### src/rtl/delay_demux_pkg.sv
// Shared constants for the delay demultiplexer: default data width, legal
// delay range and delivered-item counter width.
package delay_demux_pkg;

  localparam int WIDTH_DEF = 8;
  localparam int DLY_MIN   = 1;
  localparam int DLY_MAX   = 8;
  localparam int COUNT_W   = 8;

endpackage : delay_demux_pkg

### src/rtl/delay_pipe.sv
// Fixed-latency valid+data shift pipeline. Data is zeroed on bubbles so the
// output word reads 0 whenever its valid bit is low.
module delay_pipe
  import delay_demux_pkg::*;
#(
  parameter int WIDTH = WIDTH_DEF,
  parameter int DEPTH = 3
) (
  input  logic             clk,
  input  logic             rst_n,
  input  logic             push_vld,
  input  logic [WIDTH-1:0] push_dat,
  output logic             vld,
  output logic [WIDTH-1:0] dat,
  output logic             vld_nxt,
  output logic             busy
);

  if (DEPTH < DLY_MIN || DEPTH > DLY_MAX) begin : g_bad_depth
    $error("delay_pipe: DEPTH=%0d outside %0d..%0d", DEPTH, DLY_MIN, DLY_MAX);
  end

  logic [DEPTH-1:0] vld_q;
  logic [WIDTH-1:0] dat_q [DEPTH];

  // NOTE: every stage, data included, is reset here so a flushed word can
  // never reappear; this array is small flops, not a RAM, so the reset is cheap.
  always_ff @(posedge clk or negedge rst_n) begin
    if (!rst_n) begin
      vld_q <= '0;
      for (int i = 0; i < DEPTH; i++) dat_q[i] <= '0;
    end else begin
      vld_q[0] <= push_vld;
      dat_q[0] <= push_vld ? push_dat : '0;
      for (int i = 1; i < DEPTH; i++) begin
        vld_q[i] <= vld_q[i-1];
        dat_q[i] <= dat_q[i-1];
      end
    end
  end

  assign vld  = vld_q[DEPTH-1];
  assign dat  = dat_q[DEPTH-1];
  assign busy = |vld_q;

  // Valid bit that will appear on the output after the next edge.
  if (DEPTH == 1) begin : g_nxt_d1
    assign vld_nxt = push_vld;
  end else begin : g_nxt_dn
    assign vld_nxt = vld_q[DEPTH-2];
  end

endmodule : delay_pipe

### src/rtl/delay_demux.sv
// Routes each valid input word to channel A or B, each with its own fixed delay.
// Optional per-channel delivered counters: define DELAY_DEMUX_COUNT_EN.
module delay_demux
  import delay_demux_pkg::*;
#(
  parameter int WIDTH = WIDTH_DEF,
  parameter int DLY0  = 3,
  parameter int DLY1  = 4
) (
  input  logic               clk,
  input  logic               rst_n,
  input  logic [WIDTH-1:0]   y,
  input  logic               y_vld,
  input  logic               Sel,
  output logic [WIDTH-1:0]   A,
  output logic               A_vld,
  output logic [WIDTH-1:0]   B,
  output logic               B_vld,
  output logic               busy
`ifdef DELAY_DEMUX_COUNT_EN
  ,
  output logic [COUNT_W-1:0] cntA,
  output logic [COUNT_W-1:0] cntB
`endif
);

  logic a_busy, b_busy;
  logic a_vld_nxt, b_vld_nxt;

  delay_pipe #(.WIDTH(WIDTH), .DEPTH(DLY0)) u_pipe_a (
    .clk      (clk),
    .rst_n    (rst_n),
    .push_vld (y_vld & ~Sel),
    .push_dat (y),
    .vld      (A_vld),
    .dat      (A),
    .vld_nxt  (a_vld_nxt),
    .busy     (a_busy)
  );

  delay_pipe #(.WIDTH(WIDTH), .DEPTH(DLY1)) u_pipe_b (
    .clk      (clk),
    .rst_n    (rst_n),
    .push_vld (y_vld & Sel),
    .push_dat (y),
    .vld      (B_vld),
    .dat      (B),
    .vld_nxt  (b_vld_nxt),
    .busy     (b_busy)
  );

  assign busy = a_busy | b_busy;

`ifdef DELAY_DEMUX_COUNT_EN
  // Count on the same edge that presents a new word on the channel output.
  always_ff @(posedge clk or negedge rst_n) begin
    if (!rst_n) begin
      cntA <= '0;
      cntB <= '0;
    end else begin
      if (a_vld_nxt) cntA <= cntA + COUNT_W'(1);
      if (b_vld_nxt) cntB <= cntB + COUNT_W'(1);
    end
  end
`else
  logic unused_vld_nxt;
  assign unused_vld_nxt = a_vld_nxt | b_vld_nxt;
`endif

endmodule : delay_demux
### config.mk
export PLATFORM = sky130hd
export DESIGN_NAME = delay_demux
export DESIGN_NICKNAME = d
export VERILOG_FILES = /design/src/rtl/delay_demux_pkg.sv /design/src/rtl/delay_pipe.sv /design/src/rtl/delay_demux.sv
export SDC_FILE = /design/constraint.sdc
export NUM_CORES = 1
export LEC_CHECK = 0
export ABC_CLOCK_PERIOD_IN_PS = 1400
export CORE_AREA = 2 2 82 84
export DETAILED_ROUTE_END_ITERATION = 16
export DIE_AREA = 0 0 84 86
export GPL_TIMING_DRIVEN = 1
export PLACE_DENSITY_LB_ADDON = 0.05
export RECOVER_POWER = 50
export SYNTH_ARGS = -nofsm -noshare
export SYNTH_HDL_FRONTEND = slang
export SYNTH_HIERARCHICAL = 1
export SYNTH_SLANG_ARGS = --single-unit
### constraint.sdc
create_clock -name clk -period 1.4 [get_ports clk]
set_input_delay 0.21 -clock clk [delete_from_list [all_inputs] [get_ports clk]]
set_output_delay 0.21 -clock clk [all_outputs]
set_load 0.01 [all_outputs]
==> flow_summary.ini <==
[status]
violations = setup timing
outcome = finished, violations left

[critical_path]
crit_type = reg -> out
cp_max_fo = 2
start_kind = register
required_ns = 1.19
end_kind = primary output
arrival_ns = 1.59

[global_route]
grt_pass1_vias = 866
grt_max_degree = 64
grt_pass1_wl_um = 3995
grt_overflow = 0
antenna_found_initial = 0
grt_usage_pct = 7.908

[die]
io_pins = 31
rows = 29
die_y_um = 86
floorplan.die.width_um = 84
initial_core_util_pct = 29.20
fp.coreArea_mm2 = 0.006277
die_area_mm2 = 0.007224

[yosys]
synth_seq_cells = 63
syn_inst = 100
yosysWarningCount = 6
seq_area_frac_synth_pct = 86.01
avgSynthCellArea_um2 = 18.33
synth_cell_types = 8
syn-num-nets = 112
synth_area_mm2 = 0.001833

[timing]
setup_viol = 1
worst_slew_pin_slew_ns = 0.8084
slew_violations = 0
slew_headroom_pct = 46.11
fin_ws_ns = -0.3973
final-hold-violation-count = 0
finalSetupTns_ns = -0.3973
finalCriticalPeriod_ns = 1.797
fin_crit_sh_pct = 128.4
clock_skew_ns = 0.004947
rsz0062_at_grt = yes
clock.fmax_ghz = 0.5564

[cts]
cts_tree = done
clk_pin_slew_worst_paths_ns = 0.07
numClockSinks = 63
cts_htree_levels = 3
clk_latency_ns = 0.32
cts_root_buf = clkbuf_8
cts_made_buffers = 9
clockBufferDepth = 2

[route]
num_vias = 755
wl_um = 2271
first_pass_iters = 2
drt-initial-drc-count = 59
viasPerCell = 3.612
wl_per_cell_um = 10.87
drc_errors = 0
drt.antenna.violating_nets = 0

[run]
cap_viol_max_count = 0

[final_layout]
final_layout_size_suffix_gt1_share_pct = 14.39
diodes = 0
final_common_cell = dfrtp_1
final_cell_mix = dfrtp_1 (63), and2_1 (16), dlygate4sd2_1 (14)
fillers = 603
syn2layout_area_growth_pct = 25.12
instances_no_fill = 209
finalNetCount = 140

[place]
numPlacedInstances = 192
gp_congestion = 0.5793
portBuffers = 30
dp_hpwl_um = 1301

[hold_path]
hold_path.class = reg -> reg

[power]
p_leak_nw = 1.241
ir_drop_mv = 0.7986
power.density_mw_per_mm2 = 1512
total_power_w = 0.003467
==> critical path, stage by stage (launching register included) <==
cell	delay (ns)
dfrtp_1	0.37
or4_1	0.51
or2_1	0.24
buf_2	0.14
==> cell usage after synthesis <==
library cell	count	area (um^2)
or2_1	1	6.260
buf_4	16	120.1
or3_1	1	6.260
dfrtp_1	63	1577
or4_1	1	7.510
and2_1	16	100.1
and2b_2	1	8.760
and2_2	1	7.510
==> layout make-up <==
cell class	count	area [um^2]	share of cell area, %
well taps	77	96.34	4.201
clock inverters	5	50.05	2.182
repair buffers	33	307.8	13.42
clock buffers	10	127.6	5.565
multi-input cells	21	135.1	5.892
flip-flops and latches	63	1577	68.74
==> through the flow <==
step	cell area [um^2]	worst slack, ns	hold slack [ns]	util, %
4_1_cts	2297	-0.4022	0.3487	36.60
6_report	2293	-0.3973	0.3463	36.54
3_3_place_gp	2125	-0.3728	0.2370	33.84
3_5_place_dp	2125	-0.3981	0.2486	33.84
5_1_grt	2293	-0.4451	0.3527	36.54
2_1_floorplan	1833	0.08561	-0.08559	-
==> state kept, by name, indices dropped and copies added (netlist names) <==
signal,flops
u_pipe_a/vld_q,3
u_pipe_b/vld_q,4
u_pipe_b/dat,8
u_pipe_a/dat_q,16
u_pipe_b/dat_q,24
u_pipe_a/dat,8
==> report_power, final <==
| group | internal [W] | switching (W) | leakage [nW] | total (W) |
|---|---|---|---|---|
| Clock | 0.000799 | 0.000622 | 0.0957 | 0.00142 |
| Sequential | 0.00189 | 0.0000174 | 0.844 | 0.00191 |
| Combinational | 0.0000663 | 0.0000707 | 0.302 | 0.000137 |
==> worst paths after layout <==
| kind | slack (ns) | startpoint | endpoint | cells past startpoint |
|---|---|---|---|---|
| setup / recovery | -0.40 | u_pipe_b/vld_q[1]$_DFF_PN0_ | busy | 3 |
| hold / removal | 0.35 | u_pipe_b/dat_q[25]$_DFF_PN0_ | u_pipe_b/dat_q[17]$_DFF_PN0_ | 0 |
| setup reg to reg | 0.90 | u_pipe_b/vld_q[2]$_DFF_PN0_ | u_pipe_b/vld_q[3]$_DFF_PN0_ | 0 |
| hold reg to reg | 0.35 | u_pipe_b/dat_q[25]$_DFF_PN0_ | u_pipe_b/dat_q[17]$_DFF_PN0_ | 0 |
| max in group asynchronous | 0.24 | rst_n | u_pipe_b/dat[5]$_DFF_PN0_ | 3 |
| min in group asynchronous | 0.62 | rst_n | u_pipe_a/dat_q[19]$_DFF_PN0_ | 3 |
==> logic make-up after synthesis <==
kind of cell | after synthesis | synth area share [%]
buffers and inverters | 16 | 6.553
AND/OR/NAND/NOR | 21 | 7.441
flip-flops | 63 | 86.01
==> per-layer routing <==
metal | global-route usage, % | share of wire [%] | routed length, um
met3 | 4.524 | 9.0 | 205
met1 | 9.102 | 42 | 958
met5 | 0 | 0 | 0
met4 | 6.598 | 3.1 | 70
met2 | 10.55 | 46 | 1037
==> timing repair <==
action	CTS	global route
hold buffers	1	0
endpoints found under the hold margin	63	0
buffers inserted	1	0
pin swaps	2	2
gates resized for setup	18	4
endpoints found under the setup margin	15	5
No activity file was read; power rests on OpenSTA's default activity.
